==> src/rtl/fp16_add_sched_if.sv <==
// Bundle of requester, adder and response signals for fp16_add_sched.
// slave: scheduler side. master: requesters, adder and response sink.
interface fp16_add_sched_if #(
  parameter int NUM_REQ = 4,
  parameter int ID_W    = 2
);
  logic [NUM_REQ-1:0]    req_valid;
  logic [NUM_REQ-1:0]    req_ready;
  logic [16*NUM_REQ-1:0] req_x;
  logic [16*NUM_REQ-1:0] req_y;
  logic [15:0]           add_x;
  logic [15:0]           add_y;
  logic [2:0]            add_counter;
  logic [15:0]           add_z;
  logic                  rsp_valid;
  logic [ID_W-1:0]       rsp_id;
  logic [15:0]           rsp_z;
  logic                  hold;
  logic                  idle;

  modport slave (
    input  req_valid, req_x, req_y, add_z, hold,
    output req_ready, add_x, add_y, add_counter, rsp_valid, rsp_id, rsp_z, idle
  );

  modport master (
    output req_valid, req_x, req_y, add_z, hold,
    input  req_ready, add_x, add_y, add_counter, rsp_valid, rsp_id, rsp_z, idle
  );
endinterface

==> src/rtl/fp16_add_sched.sv <==
// Round-robin scheduler sharing one fixed-latency fp16 adder among NUM_REQ requesters.
// Define FP16_ADD_SCHED_PERF_EN to add issue/stall performance counters.
module fp16_add_sched #(
  parameter int NUM_REQ = 4,
  parameter int ID_W    = 2,
  parameter int LATENCY = 3
) (
  input  logic            clk,
  input  logic            reset,
  fp16_add_sched_if.slave io_bus
`ifdef FP16_ADD_SCHED_PERF_EN
  ,
  output logic [31:0]     o_perf_issue_cnt,
  output logic [31:0]     o_perf_stall_cnt
`endif
);

  localparam int OUT_W = $clog2(LATENCY + 1);

  typedef enum logic [1:0] {
    ST_IDLE  = 2'd0,
    ST_BUSY  = 2'd1,
    ST_DRAIN = 2'd2
  } state_t;

  state_t             r_state;
  state_t             w_state_nxt;
  logic [ID_W-1:0]    r_rr_ptr;
  logic [LATENCY-1:0] r_vld_pipe;
  logic [ID_W-1:0]    r_id_pipe [LATENCY];
  logic [OUT_W-1:0]   r_outstanding;
  logic [OUT_W-1:0]   w_out_nxt;
  logic               w_grant_found;
  logic [ID_W-1:0]    w_grant_idx;
  logic               w_allow;
  logic [NUM_REQ-1:0] w_ready;
  logic               w_issue;
  logic [15:0]        w_add_x;
  logic [15:0]        w_add_y;
  logic               w_rsp_valid;

  // Requester index reached by stepping offset places past ptr, wrapping at NUM_REQ.
  function automatic logic [ID_W-1:0] rr_index(input logic [ID_W-1:0] ptr, input int offset);
    int idx;
    idx = (int'(ptr) + offset) % NUM_REQ;
    return ID_W'(idx);
  endfunction

  // Round-robin search starting just after the last granted requester.
  always_comb begin
    w_grant_found = 1'b0;
    w_grant_idx   = '0;
    for (int k = 1; k <= NUM_REQ; k++) begin
      if (!w_grant_found && io_bus.req_valid[rr_index(r_rr_ptr, k)]) begin
        w_grant_found = 1'b1;
        w_grant_idx   = rr_index(r_rr_ptr, k);
      end else begin
        w_grant_found = w_grant_found;
      end
    end
  end

  // Reset also blocks grants so nothing issues while the tracking pipe is cleared.
  assign w_allow = !reset && !io_bus.hold && (r_state != ST_DRAIN);

  // One-hot ready toward the granted requester, or zero.
  always_comb begin
    w_ready = '0;
    if (w_grant_found && w_allow) begin
      w_ready[w_grant_idx] = 1'b1;
    end else begin
      w_ready = '0;
    end
  end

  assign w_issue = |(io_bus.req_valid & w_ready);

  // Operand mux; zeros when idle so the adder output is harmless.
  always_comb begin
    w_add_x = 16'h0000;
    w_add_y = 16'h0000;
    for (int i = 0; i < NUM_REQ; i++) begin
      if (w_issue && (w_grant_idx == ID_W'(i))) begin
        w_add_x = io_bus.req_x[16*i +: 16];
        w_add_y = io_bus.req_y[16*i +: 16];
      end else begin
        w_add_x = w_add_x;
        w_add_y = w_add_y;
      end
    end
  end

  assign w_rsp_valid = r_vld_pipe[LATENCY-1];

  // In-flight count: issue and response in the same cycle cancel out.
  always_comb begin
    case ({w_issue, w_rsp_valid})
      2'b10:   w_out_nxt = r_outstanding + OUT_W'(1);
      2'b01:   w_out_nxt = r_outstanding - OUT_W'(1);
      default: w_out_nxt = r_outstanding;
    endcase
  end

  // Next-state logic; IDLE always coincides with an empty adder pipeline.
  always_comb begin
    w_state_nxt = r_state;
    case (r_state)
      ST_IDLE: begin
        if (w_issue) begin
          w_state_nxt = ST_BUSY;
        end else begin
          w_state_nxt = ST_IDLE;
        end
      end
      ST_BUSY: begin
        if ((w_out_nxt == '0) && !w_issue) begin
          w_state_nxt = ST_IDLE;
        end else if (io_bus.hold) begin
          w_state_nxt = ST_DRAIN;
        end else begin
          w_state_nxt = ST_BUSY;
        end
      end
      ST_DRAIN: begin
        if (w_out_nxt == '0) begin
          w_state_nxt = ST_IDLE;
        end else if (!io_bus.hold) begin
          w_state_nxt = ST_BUSY;
        end else begin
          w_state_nxt = ST_DRAIN;
        end
      end
      default: w_state_nxt = ST_IDLE;
    endcase
  end

  // State, round-robin pointer and outstanding counter.
  always_ff @(posedge clk or posedge reset) begin
    if (reset) begin
      r_state       <= ST_IDLE;
      r_rr_ptr      <= ID_W'(NUM_REQ - 1);
      r_outstanding <= '0;
    end else begin
      r_state       <= w_state_nxt;
      r_outstanding <= w_out_nxt;
      if (w_issue) begin
        r_rr_ptr <= w_grant_idx;
      end else begin
        r_rr_ptr <= r_rr_ptr;
      end
    end
  end

  // Valid/tag shift registers aligned with the adder stages; cleared on reset
  // so stale adder data is never flagged.
  always_ff @(posedge clk or posedge reset) begin
    if (reset) begin
      r_vld_pipe <= '0;
      for (int i = 0; i < LATENCY; i++) begin
        r_id_pipe[i] <= '0;
      end
    end else begin
      r_vld_pipe[0] <= w_issue;
      r_id_pipe[0]  <= w_grant_idx;
      for (int i = 1; i < LATENCY; i++) begin
        r_vld_pipe[i] <= r_vld_pipe[i-1];
        r_id_pipe[i]  <= r_id_pipe[i-1];
      end
    end
  end

  assign io_bus.req_ready   = w_ready;
  assign io_bus.add_x       = w_add_x;
  assign io_bus.add_y       = w_add_y;
  assign io_bus.add_counter = 3'd0;
  assign io_bus.rsp_valid   = w_rsp_valid;
  assign io_bus.rsp_id      = r_id_pipe[LATENCY-1];
  assign io_bus.rsp_z       = io_bus.add_z;
  assign io_bus.idle        = (r_state == ST_IDLE) && !w_issue;

`ifdef FP16_ADD_SCHED_PERF_EN
  logic [31:0] r_perf_issue_cnt;
  logic [31:0] r_perf_stall_cnt;

  // Wrapping issue count and count of cycles where demand existed but nothing issued.
  always_ff @(posedge clk or posedge reset) begin
    if (reset) begin
      r_perf_issue_cnt <= 32'd0;
      r_perf_stall_cnt <= 32'd0;
    end else begin
      if (w_issue) begin
        r_perf_issue_cnt <= r_perf_issue_cnt + 32'd1;
      end else begin
        r_perf_issue_cnt <= r_perf_issue_cnt;
      end
      if ((|io_bus.req_valid) && !w_issue) begin
        r_perf_stall_cnt <= r_perf_stall_cnt + 32'd1;
      end else begin
        r_perf_stall_cnt <= r_perf_stall_cnt;
      end
    end
  end

  assign o_perf_issue_cnt = r_perf_issue_cnt;
  assign o_perf_stall_cnt = r_perf_stall_cnt;
`endif

endmodule

==> src/flat_wrapper.sv <==
// flat-port wrapper written by rule: the top's interface ports become plain ports
module fp16_add_sched_flat 
#(
  parameter int NUM_REQ = 4,
  parameter int ID_W    = 2,
  parameter int LATENCY = 3
)
  (clk, reset, io_bus_req_valid, io_bus_req_x, io_bus_req_y, io_bus_add_z, io_bus_hold, io_bus_req_ready, io_bus_add_x, io_bus_add_y, io_bus_add_counter, io_bus_rsp_valid, io_bus_rsp_id, io_bus_rsp_z, io_bus_idle);
  fp16_add_sched_if #(.NUM_REQ(NUM_REQ), .ID_W(ID_W)) io_bus_i ();
  input  logic clk;
  input  logic reset;
  input wire logic [$bits(io_bus_i.req_valid)-1:0] io_bus_req_valid;
  input wire logic [$bits(io_bus_i.req_x)-1:0] io_bus_req_x;
  input wire logic [$bits(io_bus_i.req_y)-1:0] io_bus_req_y;
  input wire logic [$bits(io_bus_i.add_z)-1:0] io_bus_add_z;
  input wire logic [$bits(io_bus_i.hold)-1:0] io_bus_hold;
  output wire logic [$bits(io_bus_i.req_ready)-1:0] io_bus_req_ready;
  output wire logic [$bits(io_bus_i.add_x)-1:0] io_bus_add_x;
  output wire logic [$bits(io_bus_i.add_y)-1:0] io_bus_add_y;
  output wire logic [$bits(io_bus_i.add_counter)-1:0] io_bus_add_counter;
  output wire logic [$bits(io_bus_i.rsp_valid)-1:0] io_bus_rsp_valid;
  output wire logic [$bits(io_bus_i.rsp_id)-1:0] io_bus_rsp_id;
  output wire logic [$bits(io_bus_i.rsp_z)-1:0] io_bus_rsp_z;
  output wire logic [$bits(io_bus_i.idle)-1:0] io_bus_idle;
  assign io_bus_i.req_valid = io_bus_req_valid;
  assign io_bus_i.req_x = io_bus_req_x;
  assign io_bus_i.req_y = io_bus_req_y;
  assign io_bus_i.add_z = io_bus_add_z;
  assign io_bus_i.hold = io_bus_hold;
  assign io_bus_req_ready = io_bus_i.req_ready;
  assign io_bus_add_x = io_bus_i.add_x;
  assign io_bus_add_y = io_bus_i.add_y;
  assign io_bus_add_counter = io_bus_i.add_counter;
  assign io_bus_rsp_valid = io_bus_i.rsp_valid;
  assign io_bus_rsp_id = io_bus_i.rsp_id;
  assign io_bus_rsp_z = io_bus_i.rsp_z;
  assign io_bus_idle = io_bus_i.idle;
  fp16_add_sched #(.NUM_REQ(NUM_REQ), .ID_W(ID_W), .LATENCY(LATENCY)) u_core (.clk(clk), .reset(reset), .io_bus(io_bus_i));
endmodule
==> config.mk <==
export PLATFORM = sky130hd
export DESIGN_NAME = fp16_add_sched_flat
export DESIGN_NICKNAME = d
export VERILOG_FILES = /design/src/rtl/fp16_add_sched_if.sv /design/src/rtl/fp16_add_sched.sv /design/src/flat_wrapper.sv
export SDC_FILE = /design/constraint.sdc
export NUM_CORES = 1
export LEC_CHECK = 0
export CAP_MARGIN = 15
export CELL_PAD_IN_SITES_DETAIL_PLACEMENT = 0
export CELL_PAD_IN_SITES_GLOBAL_PLACEMENT = 1
export CORE_AREA = 2 2 81 83
export CTS_CLUSTER_DIAMETER = 150
export DETAILED_ROUTE_END_ITERATION = 10
export DIE_AREA = 0 0 83 85
export DONT_BUFFER_PORTS = 1
export PLACE_DENSITY_LB_ADDON = 0.1
export SKIP_CTS_REPAIR_TIMING = 1
export SYNTH_ARGS = -nofsm -noshare
export SYNTH_HDL_FRONTEND = slang
export SYNTH_SLANG_ARGS = --single-unit
==> constraint.sdc <==
create_clock -name clk -period 3.3 [get_ports clk]
set_input_delay 0.99 -clock clk [delete_from_list [all_inputs] [get_ports clk]]
set_output_delay 0.99 -clock clk [all_outputs]
set_load 0.02 [all_outputs]
* Word level (Yosys, flattened, before mapping)
Index checks and enable logic that the tools add are counted.
W data, S select, Z words.
** Storage, ports and cells
- Flip-flop bits (word level) :: 15
- Bits of input ports :: 151
- Output and inout bits :: 59
- Word-level logic and storage cells :: 84
** Operators by class
- Add/subtract/negate cells :: 6
- Order comparisons :: 6
- Equal/unequal tests :: 8
- Multiplexer cells :: 33
- Bitwise operators :: 1
- Reductions and logical operators :: 23
** Operators with widths (count)
- $mux W16 :: 8
- $lt A2 B3 Y1 const B :: 5
- $mux W2 :: 7
- $logic_and A1 B1 Y1 :: 13
- $mux W1 :: 10
- $bmux W1 S2 :: 4
- $eq A2 B2 Y1 const B :: 4
- $add A2 B1 Y2 const B :: 3
- $eq A2 B1 Y1 const B :: 3
- $logic_not A1 Y1 :: 6
- $logic_not A2 Y1 :: 3
- $pmux W2 S3 :: 1
- $add A2 B2 Y2 const B :: 2
- $and A4 B4 Y4 :: 1
- $mux W4 :: 1
- $pmux W2 S2 :: 1
- $reduce_or A4 Y1 :: 1
- $demux W1 S2 :: 1
- $ge A2 B1 Y1 const B :: 1
- $ne A2 B2 Y1 const B :: 1
- $sub A2 B1 Y2 const B :: 1

* Depth between registers and ports, before layout
Gate-level depths: netlist of run 1.
- Depth after elaboration :: 26
- Mapped depth :: 10
- Gate-level depth less buffers :: 9

* Least setup slack after synthesis of run 1
No wires, ideal clock.
- Path kind :: input port to output port
- From :: in io_bus_req_valid[3]
- To :: out io_bus_req_ready[1]
- Data arrival time :: 2.614 ns
- Required time :: 2.310 ns
- Slack :: -0.304 ns
- Cell stages on the path :: 6
- Path buffers :: 2
- Cell sequence :: and3b_1 -> o32ai_2 -> buf_4 -> buf_4 -> inv_1 -> nor4_1
** On the way
- Longest elaborated chain between the ends :: 17
- Elaborated cells between the ends (all ways) :: 29
- Those cells by class :: order compare (2); mux (19); reduce/logical (8)
** Ends and longest elaborated chain
- from (decl) :: line flat_wrapper.sv:12 : input wire logic [$bits(io_bus_i.req_valid)-1:0] io_bus_req_valid;
- $bmux W1 S2 :: line fp16_add_sched.sv:54 : if (!w_grant_found && io_bus.req_valid[rr_index(r_rr_ptr, k)]) begin
- $mux W1 (implied by the code) :: line fp16_add_sched.sv:54
- $mux W1 :: line fp16_add_sched.sv:54
- $logic_not A1 Y1 :: line fp16_add_sched.sv:54
- $logic_and A1 B1 Y1 :: line fp16_add_sched.sv:54
- $mux W1 :: line fp16_add_sched.sv:54
- $logic_not A1 Y1 :: line fp16_add_sched.sv:54
- $logic_and A1 B1 Y1 :: line fp16_add_sched.sv:54
- [... 2 more ...]
- $logic_and A1 B1 Y1 :: line fp16_add_sched.sv:54
- $mux W2 * :: line fp16_add_sched.sv:54
- via u_core.w_grant_idx[1] :: line fp16_add_sched.sv:34 : logic [ID_W-1:0] w_grant_idx;
- $lt A2 B3 Y1 (implied by the code) / $ge A2 B1 Y1 (equally long branches) :: line fp16_add_sched.sv:70 : w_ready[w_grant_idx] = 1'b1;
- $logic_and A1 B1 Y1 (implied by the code) :: line fp16_add_sched.sv:70
- $mux W1 (implied by the code) :: line fp16_add_sched.sv:70
- $demux W1 S2 *
- $mux W4 * :: line fp16_add_sched.sv:69 : if (w_grant_found && w_allow) begin
- to (decl) :: line flat_wrapper.sv:17 : output wire logic [$bits(io_bus_i.req_ready)-1:0] io_bus_req_ready;
The timed path passes the listed nets; every way through them passes the cells marked *. The select of a mux whose other input is x is not followed.

* Final worst setup path of run 1
- From :: in io_bus_req_valid[2]
- To :: out io_bus_add_y[10]
** On the way
- Longest elaborated chain between the ends :: 24
- Elaborated cells between the ends (all ways) :: 43
- Those cells by class :: order compare (2); eq/ne (3); mux (23); bitwise (1); reduce/logical (14)
** Ends and longest elaborated chain
- $bmux W1 S2 :: line fp16_add_sched.sv:54
- $mux W1 (implied by the code) :: line fp16_add_sched.sv:54
- $mux W1 :: line fp16_add_sched.sv:54
- $logic_not A1 Y1 :: line fp16_add_sched.sv:54
- $logic_and A1 B1 Y1 :: line fp16_add_sched.sv:54
- $mux W1 :: line fp16_add_sched.sv:54
- $logic_not A1 Y1 :: line fp16_add_sched.sv:54
- $logic_and A1 B1 Y1 :: line fp16_add_sched.sv:54
- [... 6 more ...]
- $mux W1 (implied by the code) :: line fp16_add_sched.sv:70
- $demux W1 S2
- $mux W4 :: line fp16_add_sched.sv:69
- $and A4 B4 Y4 :: line fp16_add_sched.sv:76 : assign w_issue = |(io_bus.req_valid & w_ready);
- $reduce_or A4 Y1 :: line fp16_add_sched.sv:76
- $logic_and A1 B1 Y1 :: line fp16_add_sched.sv:83 : if (w_issue && (w_grant_idx == ID_W'(i))) begin
- $mux W16 (3 in series) :: line fp16_add_sched.sv:83
- $mux W16 * :: line fp16_add_sched.sv:83
- to (decl) :: line flat_wrapper.sv:19 : output wire logic [$bits(io_bus_i.add_y)-1:0] io_bus_add_y;
Every way passes the cells marked *; elsewhere a longest branch is shown, timed or not. The select of a mux whose other input is x is not followed.

==> flow_metrics.env, run 1 <==
export IMPL_finalSetupViolations=18
export IMPL_instances_no_fill=316
export IMPL_fin_skew_ns=0.005267
export IMPL_io_buffers=0
export IMPL_clock_latency_ns=0.25
export IMPL_power_leakage_uw=0.001034
export IMPL_place_hpwl_um=5817
export IMPL_drtIter0Drc=83
export IMPL_dieHeight_um=85
export IMPL_core_area_sq_um=6205
export IMPL_io_pins=210
export IMPL_finalHoldViolCount=0
export IMPL_grt_pass1_vias=2108
export IMPL_syn_area_per_cell_sq_um=7.984
export IMPL_viasPerCell=6.165
export IMPL_gp_congestion=0.8016
export IMPL_syn_inst=239
export IMPL_worstRegToRegCells=10
export IMPL_clock_sinks=15
export IMPL_endpoint_kind="output port"
export IMPL_holdPathStages=0
export IMPL_grt_pass1_wl_um=10960
export IMPL_tightest_slew_ns=0.6861
export IMPL_area_growth_pct=40.59
export IMPL_rrSetupSlack_ns=0.69
export IMPL_r2r_start="u_core.r_state[1]$_DFF_PP0_"
export IMPL_yosysWarnings=0
export IMPL_min_delay_path_class="reg2reg"
export IMPL_r2r_end="u_core.r_state[0]$_DFF_PP0_"
export IMPL_clk_pin_slew_ns=0.06
export IMPL_finish_instance_area_sq_um=2683
export IMPL_rows=29
export IMPL_num_vias=1948
export IMPL_crit_fanout=9
export IMPL_drcViolationCount=0
export IMPL_post_place_cells=309
export IMPL_slew_headroom_pct=54.17
export IMPL_grt_start_max_net_pins=23
export IMPL_max_vdd_ir_drop_mv=0.3058
export IMPL_cts_buffers=3
export IMPL_setup_worst_path_class="in2out"
export IMPL_cap_viol_max_count=0
export IMPL_die_w_um=83
export IMPL_track_usage_pct=18.95
export IMPL_final_layout_size_suffix_gt1_share_pct=41.60
export IMPL_rsz0062_at_grt="yes"
export IMPL_startpoint="io_bus_req_valid[2]"
export IMPL_antenna_found_initial=1
export IMPL_synthesis_area_sq_um=1908
export IMPL_min_period_ns=3.334
export IMPL_required_ns=2.31
export IMPL_synth_seq_cells=15
export IMPL_yosysUniqueCellTypes=37
export IMPL_wl_per_cell_um=23.17
export IMPL_cp_start_kind="input port"
export IMPL_min_from="u_core.r_id_pipe[3]$_DFF_PP0_"
export IMPL_p_per_area_nw_per_um2=663.0
export IMPL_firstDrtPassIters=5
export IMPL_finalCritPeriodShare_pct=101.0
export IMPL_start_util_pct=30.75
export IMPL_timing_fmax_ghz=0.2999
export IMPL_crit_arrival_ns=2.34
export IMPL_gr_total_overflow=0
export IMPL_cts_tree="done"
export IMPL_hold_end="u_core.io_bus.rsp_id[1]$_DFF_PP0_"
export IMPL_status="complete, but fails checks"
export IMPL_violations="setup timing"
export IMPL_clock_path_buffers=2
export IMPL_worst_slack_ns=-0.03410
export IMPL_placed_cell_area_sq_um=2316
export IMPL_die_area_sq_um=7055
export IMPL_wl_um=7322
export IMPL_nets=391
export IMPL_antenna_left=0
export IMPL_cts_root_buffer="clkbuf_8"
export IMPL_drv_slew=0
export IMPL_synth_seq_area_share_pct=19.80
export IMPL_cts_max_level=1
==> per-layer routing <==
metal / track usage [%] / vias to the layer above / share of wire [%]
met5: 0 / - / 0
met4: 6.110 / 0 / 1.7
met3: 4.864 / 12 / 8.5
met2: 34.60 / 120 / 53
met1: 21.59 / 918 / 37
li1: - / 898 / -
==> final cells by class <==
| type | count | area (sq um) |
|---|---|---|
| diodes | 1 | 2.502 |
| repair buffers | 40 | 405.4 |
| flip-flops and latches | 15 | 377.9 |
| well taps | 77 | 96.34 |
| clock inverters | 1 | 7.507 |
| multi-input cells | 174 | 1733 |
| inverters | 5 | 18.77 |
| fillers | 608 | 3522 |
| clock buffers | 3 | 41.29 |
==> power breakdown <==
| group | total (uW) | switching, uW | internal, uW |
|---|---|---|---|
| combinational | 1320 | 763 | 556 |
| sequential | 308 | 58.7 | 250 |
| clock | 151 | 66.3 | 84.8 |
==> worst max-delay path, cell delays in order <==
cell	delay [ns]
and2b_1	0.21
a21oi_2	0.04
o221a_4	0.29
nor4_4	0.27
buf_6	0.21
buf_6	0.15
o2bb2ai_2	0.18
==> synth_stat cells <==
master | count | area (sq um)
ha_1 | 1 | 12.51
buf_2 | 6 | 30.03
mux2i_1 | 3 | 30.03
o221a_1 | 1 | 11.26
inv_1 | 5 | 18.77
buf_4 | 27 | 202.7
and2_1 | 1 | 6.260
and2b_1 | 1 | 7.510
nor2b_1 | 2 | 12.51
clkbuf_1 | 9 | 33.78
nor3b_1 | 1 | 7.510
o21ai_0 | 28 | 140.1
nand2_1 | 3 | 11.26
nor3_1 | 4 | 20.02
dfrtp_1 | 13 | 325.3
nor4_1 | 2 | 12.51
a21oi_1 | 2 | 10.01
a21o_1 | 32 | 240.2
a22o_1 | 1 | 8.760
and3b_1 | 1 | 8.760
o21a_1 | 1 | 7.510
nand2b_1 | 2 | 12.51
o21ai_1 | 7 | 35.03
o2bb2ai_1 | 32 | 280.3
dfstp_2 | 2 | 52.55
nor2_1 | 4 | 15.01
a221oi_2 | 1 | 15.01
or2_2 | 2 | 12.51
o32ai_2 | 1 | 16.27
nor4_4 | 1 | 21.27
and3_1 | 2 | 12.51
buf_6 | 4 | 45.04
o31ai_1 | 1 | 7.510
a31oi_1 | 32 | 200.2
buf_1 | 1 | 3.750
xnor2_1 | 2 | 17.52
conb_1 | 1 | 3.750
==> state kept, by name, indices dropped and copies added (netlist names) <==
signal                flops
u_core.io_bus.rsp_id      2
u_core.r_state            2
u_core.r_vld_pipe         3
u_core.r_outstanding      2
u_core.r_id_pipe          4
u_core.r_rr_ptr           2
==> metrics by stage <==
stage                     setup TNS (ns)  util (%)  hold slack [ns]  power (uW)  setup WS, ns
after floorplan                   -2.087         -           0.3312        1211      -0.07721
after global placement           -0.8219     37.33           0.3317        1436      -0.07403
after detailed placement          -1.478     37.33           0.3379        1474       -0.1014
after CTS                         -1.607     38.11           0.3526        1630       -0.1085
after global routing              -2.193     43.23           0.3589        1909       -0.1005
final                            -0.3365     43.23           0.3492        1779      -0.03410
==> logic make-up after synthesis <==
kind of cell	Yosys count	share of synthesized area [%]
AOI/OAI and AO/OA	139	50.95
buffers and inverters	52	17.51
and+or+nand+nor	26	8.393
DFF	15	19.80
muxes	3	1.574
xor gates and xnor gates	2	0.9182
adders and majority gates	1	0.6556
other	1	0.1965
==> worst max path at each step <==
stage	endpoint	slack, ns	cells past startpoint
CTS	io_bus_add_x[15]	-0.11	7
global route	io_bus_add_y[11]	-0.10	7
floorplan	io_bus_add_y[10]	-0.08	7
finish	io_bus_add_y[10]	-0.03	7
global placement	io_bus_add_x[15]	-0.07	8
detailed placement	io_bus_add_x[15]	-0.10	7
==> placed cells by master, fill, tap and decap left out, types with 5 or more instances in the layout <==
master      n
a21o_1     32
a31oi_1    28
buf_4      25
buf_6      10
dfrtp_1    13
inv_1       5
o21ai_0    15
o21ai_1    15
o2bb2ai_2  13
o2bb2ai_4  17
(Power assumes the default switching activity.)
==> inputs of run 2 (changes only) <==
CORE_AREA = default   (was 2 2 81 83)
CORE_MARGIN = 10   (was default)
CORE_UTILIZATION = 36   (was default)
DIE_AREA = default   (was 0 0 83 85)
==> run 2 against run 1 <==
The flow still finishes with violations (setup timing); power decreased by 4.3%; clock power decreased by 6%; non-clock buffer count shrank 4; critical endpoint is now io_bus_add_x[11]; highest routed layer unchanged.
==> flow_metrics.env, run 2 (synthesis results as in run 1) <==
export IMPL_antenna_left=0
export IMPL_dieHeight_um=92.80
export IMPL_nets=387
export IMPL_crit_arrival_ns=2.42
export IMPL_endpoint_kind="output port"
export IMPL_drv_slew=0
export IMPL_drtIter0Drc=67
export IMPL_finalSetupViolations=32
export IMPL_top_register="u_core.r_id_pipe"
export IMPL_start_util_pct=37.12
export IMPL_firstDrtPassIters=7
export IMPL_hold_end="u_core.r_id_pipe[3]$_DFF_PP0_"
export IMPL_max_vdd_ir_drop_mv=0.2634
export IMPL_rsz0062_at_grt="yes"
export IMPL_track_usage_pct=17.19
export IMPL_worstRegToRegCells=10
export IMPL_place_hpwl_um=6923
export IMPL_cp_start_kind="input port"
export IMPL_cts_root_buffer="clkbuf_8"
export IMPL_crit_family="compound AO/OA/AOI/OAI gates"
export IMPL_r2r_start="u_core.r_state[1]$_DFF_PP0_"
export IMPL_min_from="u_core.r_id_pipe[5]$_DFF_PP0_"
export IMPL_timing_fmax_ghz=0.2932
export IMPL_rows=26
export IMPL_clock_sinks=15
export IMPL_cts_tree="done"
export IMPL_status="complete, but fails checks"
export IMPL_wl_per_cell_um=27.54
export IMPL_clk_pin_slew_ns=0.06
export IMPL_cts_max_level=1
export IMPL_seqCellArea_sq_um=377.9
export IMPL_final_layout_size_suffix_gt1_share_pct=37.61
export IMPL_startpoint="io_bus_req_valid[2]"
export IMPL_holdPathStages=0
export IMPL_finalHoldViolCount=0
export IMPL_power_leakage_uw=0.0009952
export IMPL_violations="setup timing"
export IMPL_min_period_ns=3.411
export IMPL_wl_um=8371
export IMPL_clock_path_buffers=2
export IMPL_antenna_found_initial=0
export IMPL_clock_latency_ns=0.24
export IMPL_gr_total_overflow=0
export IMPL_holdWs_ns=0.3467
export IMPL_min_delay_path_class="reg2reg"
export IMPL_slowest_stage="o221a_4"
export IMPL_io_pins=210
export IMPL_crit_fanout=8
export IMPL_drcViolationCount=0
export IMPL_mostFrequentLayoutCells="a21o_1, a31oi_1, o21ai_1"
export IMPL_slew_headroom_pct=54.96
export IMPL_finalCritPeriodShare_pct=103.4
export IMPL_grt_pass1_wl_um=11870
export IMPL_fin_total_pwr_uw=1701
export IMPL_tightest_slew_ns=0.6742
export IMPL_num_antenna_cells=0
export IMPL_cp_common_cell="buf_12"
export IMPL_die_w_um=92.80
export IMPL_setup_worst_path_class="in2out"
export IMPL_nFillCells=513
export IMPL_cts_buffers=3
export IMPL_viasPerCell=6.326
export IMPL_required_ns=2.31
export IMPL_crit_buf_inv=3
export IMPL_num_vias=1923
export IMPL_area_growth_pct=33.90
export IMPL_placed_cell_area_sq_um=2222
export IMPL_slowest_delay_ns=0.30
export IMPL_grt_pass1_vias=2086
export IMPL_finish_instance_area_sq_um=2555
export IMPL_grt_start_max_net_pins=35
export IMPL_setup_tns_ns=-1.599
export IMPL_fin_skew_ns=0.001056
export IMPL_io_buffers=0
export IMPL_r2r_end="u_core.r_state[0]$_DFF_PP0_"
export IMPL_rrSetupSlack_ns=0.69
export IMPL_multi_input_area_sq_um=1610
export IMPL_largest_reg_flops=4
export IMPL_reg_largest_list="u_core.r_id_pipe (4), u_core.r_vld_pipe (3)"
export IMPL_crit_chain="and2b_1, a21oi_2, o221a_4, nor4_4, buf_6, buf_12, buf_12, o2bb2ai_4"
export IMPL_die_area_sq_um=8612
export IMPL_cap_viol_max_count=0
export IMPL_worst_slack_ns=-0.1106
export IMPL_gp_congestion=0.7361
export IMPL_p_per_area_nw_per_um2=665.9
export IMPL_core_area_sq_um=5140
run 2: cell count changes in the layout (fill, tap and decap cells not counted), moves of 2 or more:
| cell | before | now |
|---|---|---|
| a31oi_1 | 28 | 32 |
| a31oi_2 | 4 | 0 |
| buf_12 | 4 | 7 |
| buf_4 | 25 | 16 |
| buf_8 | 0 | 2 |
| o21ai_0 | 15 | 12 |
| o21ai_1 | 15 | 21 |
| o21ai_2 | 4 | 2 |
| o2bb2ai_2 | 13 | 20 |
| o2bb2ai_4 | 17 | 11 |
run 2: through the flow:
step,cells,utilization [%],worst slack [ns]
2_1_floorplan,241,-,-0.07721
3_3_place_gp,294,43.23,-0.1794
5_1_grt,304,49.71,-0.1496
3_5_place_dp,294,43.23,-0.2117
6_report,304,49.71,-0.1106
4_1_cts,298,44.13,-0.2257
run 2: worst max path at each step:
stage / endpoint / slack [ns] / cells after the start
2_1_floorplan: io_bus_add_y[10] / -0.08 / 7
3_3_place_gp: io_bus_add_x[2] / -0.18 / 7
3_5_place_dp: io_bus_add_x[2] / -0.21 / 7
4_1_cts: io_bus_add_x[2] / -0.23 / 7
5_1_grt: io_bus_add_y[5] / -0.15 / 8
6_report: io_bus_add_x[11] / -0.11 / 8
run 2: power by group:
group / leakage, uW / internal (uW) / switching (uW)
clock network: 0.0000255 / 83.4 / 59.1
registers: 0.000180 / 250 / 61.5
logic: 0.000789 / 525 / 723
total: 0.000995 / 858 / 843
run 2: worst reg2reg max path, delay by kind of cell (launching register included):
| family | cells | cell delay [ns] |
|---|---|---|
| AND/OR/NAND/NOR | 4 | 0.97 |
| buffers and inverters | 3 | 0.51 |
| flip-flops | 1 | 0.39 |
| AO/OA/AOI/OAI | 2 | 0.38 |
| adder cells (fa/ha/maj) | 1 | 0.27 |
run 2: area by class of cell:
class                   count  share of cell area (%)
clock buffers               3                   1.616
well taps                  70                   3.428
flip-flops and latches     15                   14.79
clock inverters             1                  0.1959
repair buffers             36                   16.21
multi-input cells         174                   63.03
inverters                   5                  0.7346
run 2: layer usage:
layer | GRT usage, % | share of wire (%) | vias up
met5 | 0 | 0 | -
met4 | 3.985 | 2.5 | 0
met3 | 8.394 | 12 | 20
met2 | 32.77 | 54 | 131
met1 | 15.98 | 32 | 888
li1 | - | - | 884
==> inputs of run 3 (changes only) <==
CORE_UTILIZATION = 38   (was 36)
CTS_BUF_LIST = sky130_fd_sc_hd__clkbuf_4   (was default)
==> run 3 against run 2 <==
The flow still finishes with violations (setup timing); non-clock buffer count did not move; worst hold slack gained 0.0045 ns; critical path depth shrank 1; routed wire length decreased by 0.57%; design area shrank 4.8%; via count down 0.47%; global-route usage up 0.66 points; clock-buffer cell count up 1; maximum frequency rose by 1.0%; largest cell class unchanged; largest power group unchanged.
==> flow_metrics.env, run 3 (synthesis results as in run 1) <==
export IMPL_instances_no_fill=301
export IMPL_finalHoldViolCount=0
export IMPL_num_antenna_cells=0
export IMPL_wl_um=8323
export IMPL_clock_latency_ns=0.29
export IMPL_endpoint_kind="output port"
export IMPL_reg_largest_list="u_core.r_id_pipe (4), u_core.r_vld_pipe (3)"
export IMPL_clock_sinks=15
export IMPL_crit_chain="and3b_1, o32ai_4, buf_6, buf_12, a21o_1, o21ai_0, o2bb2ai_2"
export IMPL_min_period_ns=3.376
export IMPL_min_delay_path_class="reg2reg"
export IMPL_viasPerCell=6.359
export IMPL_status="complete, but fails checks"
export IMPL_grt_start_max_net_pins=36
export IMPL_cts_tree="done"
export IMPL_post_place_cells=288
export IMPL_antenna_found_initial=0
export IMPL_max_vdd_ir_drop_mv=0.2356
export IMPL_power_leakage_uw=0.0009660
export IMPL_final_layout_size_suffix_gt1_share_pct=35.04
export IMPL_slew_headroom_pct=57.38
export IMPL_cap_viol_max_count=0
export IMPL_crit_family="compound AO/OA/AOI/OAI gates"
export IMPL_mostFrequentLayoutCells="a21o_1, a31oi_1, o2bb2ai_2"
export IMPL_cts_root_buffer="clkbuf_4"
export IMPL_io_buffers=0
export IMPL_cts_buffers=3
export IMPL_cts_max_level=1
export IMPL_antenna_left=0
export IMPL_violations="setup timing"
export IMPL_tightest_slew_ns=0.6380
export IMPL_crit_arrival_ns=2.39
export IMPL_dieHeight_um=90.86
export IMPL_timing_fmax_ghz=0.2962
export IMPL_io_pins=210
export IMPL_setup_worst_path_class="in2out"
export IMPL_p_per_area_nw_per_um2=666.8
export IMPL_rrSetupSlack_ns=0.54
export IMPL_finalCoreUtilization_pct=50.82
export IMPL_worst_slack_ns=-0.07565
export IMPL_rsz0062_at_grt="yes"
export IMPL_largest_reg_flops=4
export IMPL_nets=387
export IMPL_slowest_stage="o32ai_4"
export IMPL_crit_buf_inv=2
export IMPL_finalSetupViolations=32
export IMPL_grt_pass1_wl_um=12140
export IMPL_required_ns=2.31
export IMPL_crit_fanout=20
export IMPL_die_w_um=90.86
export IMPL_gp_congestion=0.7906
export IMPL_firstDrtPassIters=4
export IMPL_fin_total_pwr_uw=1622
export IMPL_top_register="u_core.r_id_pipe"
export IMPL_core_area_sq_um=4786
export IMPL_wl_per_cell_um=27.65
export IMPL_finish_instance_area_sq_um=2432
export IMPL_track_usage_pct=17.85
export IMPL_clk_pin_slew_ns=0.08
export IMPL_setup_tns_ns=-1.600
export IMPL_place_hpwl_um=6662
export IMPL_rows=25
export IMPL_cp_start_kind="input port"
export IMPL_grt_pass1_vias=2107
export IMPL_drv_slew=0
export IMPL_start_util_pct=39.87
export IMPL_placed_cell_area_sq_um=2233
export IMPL_finalCritPeriodShare_pct=102.3
export IMPL_num_vias=1914
export IMPL_drcViolationCount=0
export IMPL_area_growth_pct=27.48
export IMPL_drtIter0Drc=76
export IMPL_die_area_sq_um=8256
export IMPL_clock_path_buffers=2
export IMPL_gr_total_overflow=0
export IMPL_fin_skew_ns=0.005326
export IMPL_slowest_delay_ns=0.34
## run 3: cell count changes in the layout (fill, tap and decap cells not counted), moves of 2 or more
cell / change
clkbuf_4: +4
buf_6: -8
buf_12: -2
o2bb2ai_2: +4
clkbuf_8: -3
buf_4: +7
a21oi_2: -2
clkbuf_16: +3
a21oi_1: +2
o2bb2ai_4: -5
## run 3: layout make-up
| class | instances | area (sq um) |
|---|---|---|
| Fill cell | 450 | 2354 |
| Multi-Input combinational cell | 174 | 1510 |
| Timing Repair Buffer | 36 | 411.6 |
| Sequential cell | 15 | 377.9 |
| Tap cell | 67 | 83.83 |
| Clock buffer | 4 | 30.03 |
| Inverter | 5 | 18.77 |
## run 3: layer usage
layer | global-route usage, % | up-vias | routed length, um
met3 | 7.897 | 20 | 881
met5 | 0 | - | 0
met4 | 5.744 | 0 | 170
li1 | - | 887 | -
met2 | 31.91 | 122 | 4358
met1 | 18.15 | 885 | 2912
## run 3: worst paths after layout
kind	cells after the start	endpoint	startpoint
worst max-delay path	7	io_bus_add_y[0]	io_bus_req_valid[3]
worst min-delay path	0	u_core.io_bus.rsp_id[1]$_DFF_PP0_	u_core.r_id_pipe[3]$_DFF_PP0_
worst max register to register	9	u_core.r_state[0]$_DFF_PP0_	u_core.r_state[1]$_DFF_PP0_
worst min register to register	0	u_core.io_bus.rsp_id[1]$_DFF_PP0_	u_core.r_id_pipe[3]$_DFF_PP0_
max in group asynchronous	1	u_core.r_rr_ptr[0]$_DFFE_PP1N_	reset
min in group asynchronous	1	u_core.r_vld_pipe[0]$_DFF_PP0_	reset
## run 3: metrics by stage
step / setup slack, ns / hold slack (ns)
2_1_floorplan: -0.07721 / 0.3312
3_3_place_gp: -0.09951 / 0.3317
3_5_place_dp: -0.1218 / 0.3347
4_1_cts: -0.1326 / 0.3542
5_1_grt: -0.1578 / 0.3610
6_report: -0.07565 / 0.3511
## run 3: worst reg2reg max path, delay by kind of cell (launching register included)
kind | cells | cell delay [ns]
adder cells (fa/ha/maj) | 1 | 0.26
AND/OR/NAND/NOR | 3 | 1.07
flip-flops | 1 | 0.40
AO/OA/AOI/OAI | 3 | 0.59
buffers and inverters | 2 | 0.33
## run 3: power by group
| group | leakage [uW] | internal (uW) | switching [uW] |
|---|---|---|---|
| registers | 0.000180 | 249 | 52.9 |
| clock network | 0.0000184 | 55.3 | 57.5 |
| logic | 0.000767 | 499 | 708 |
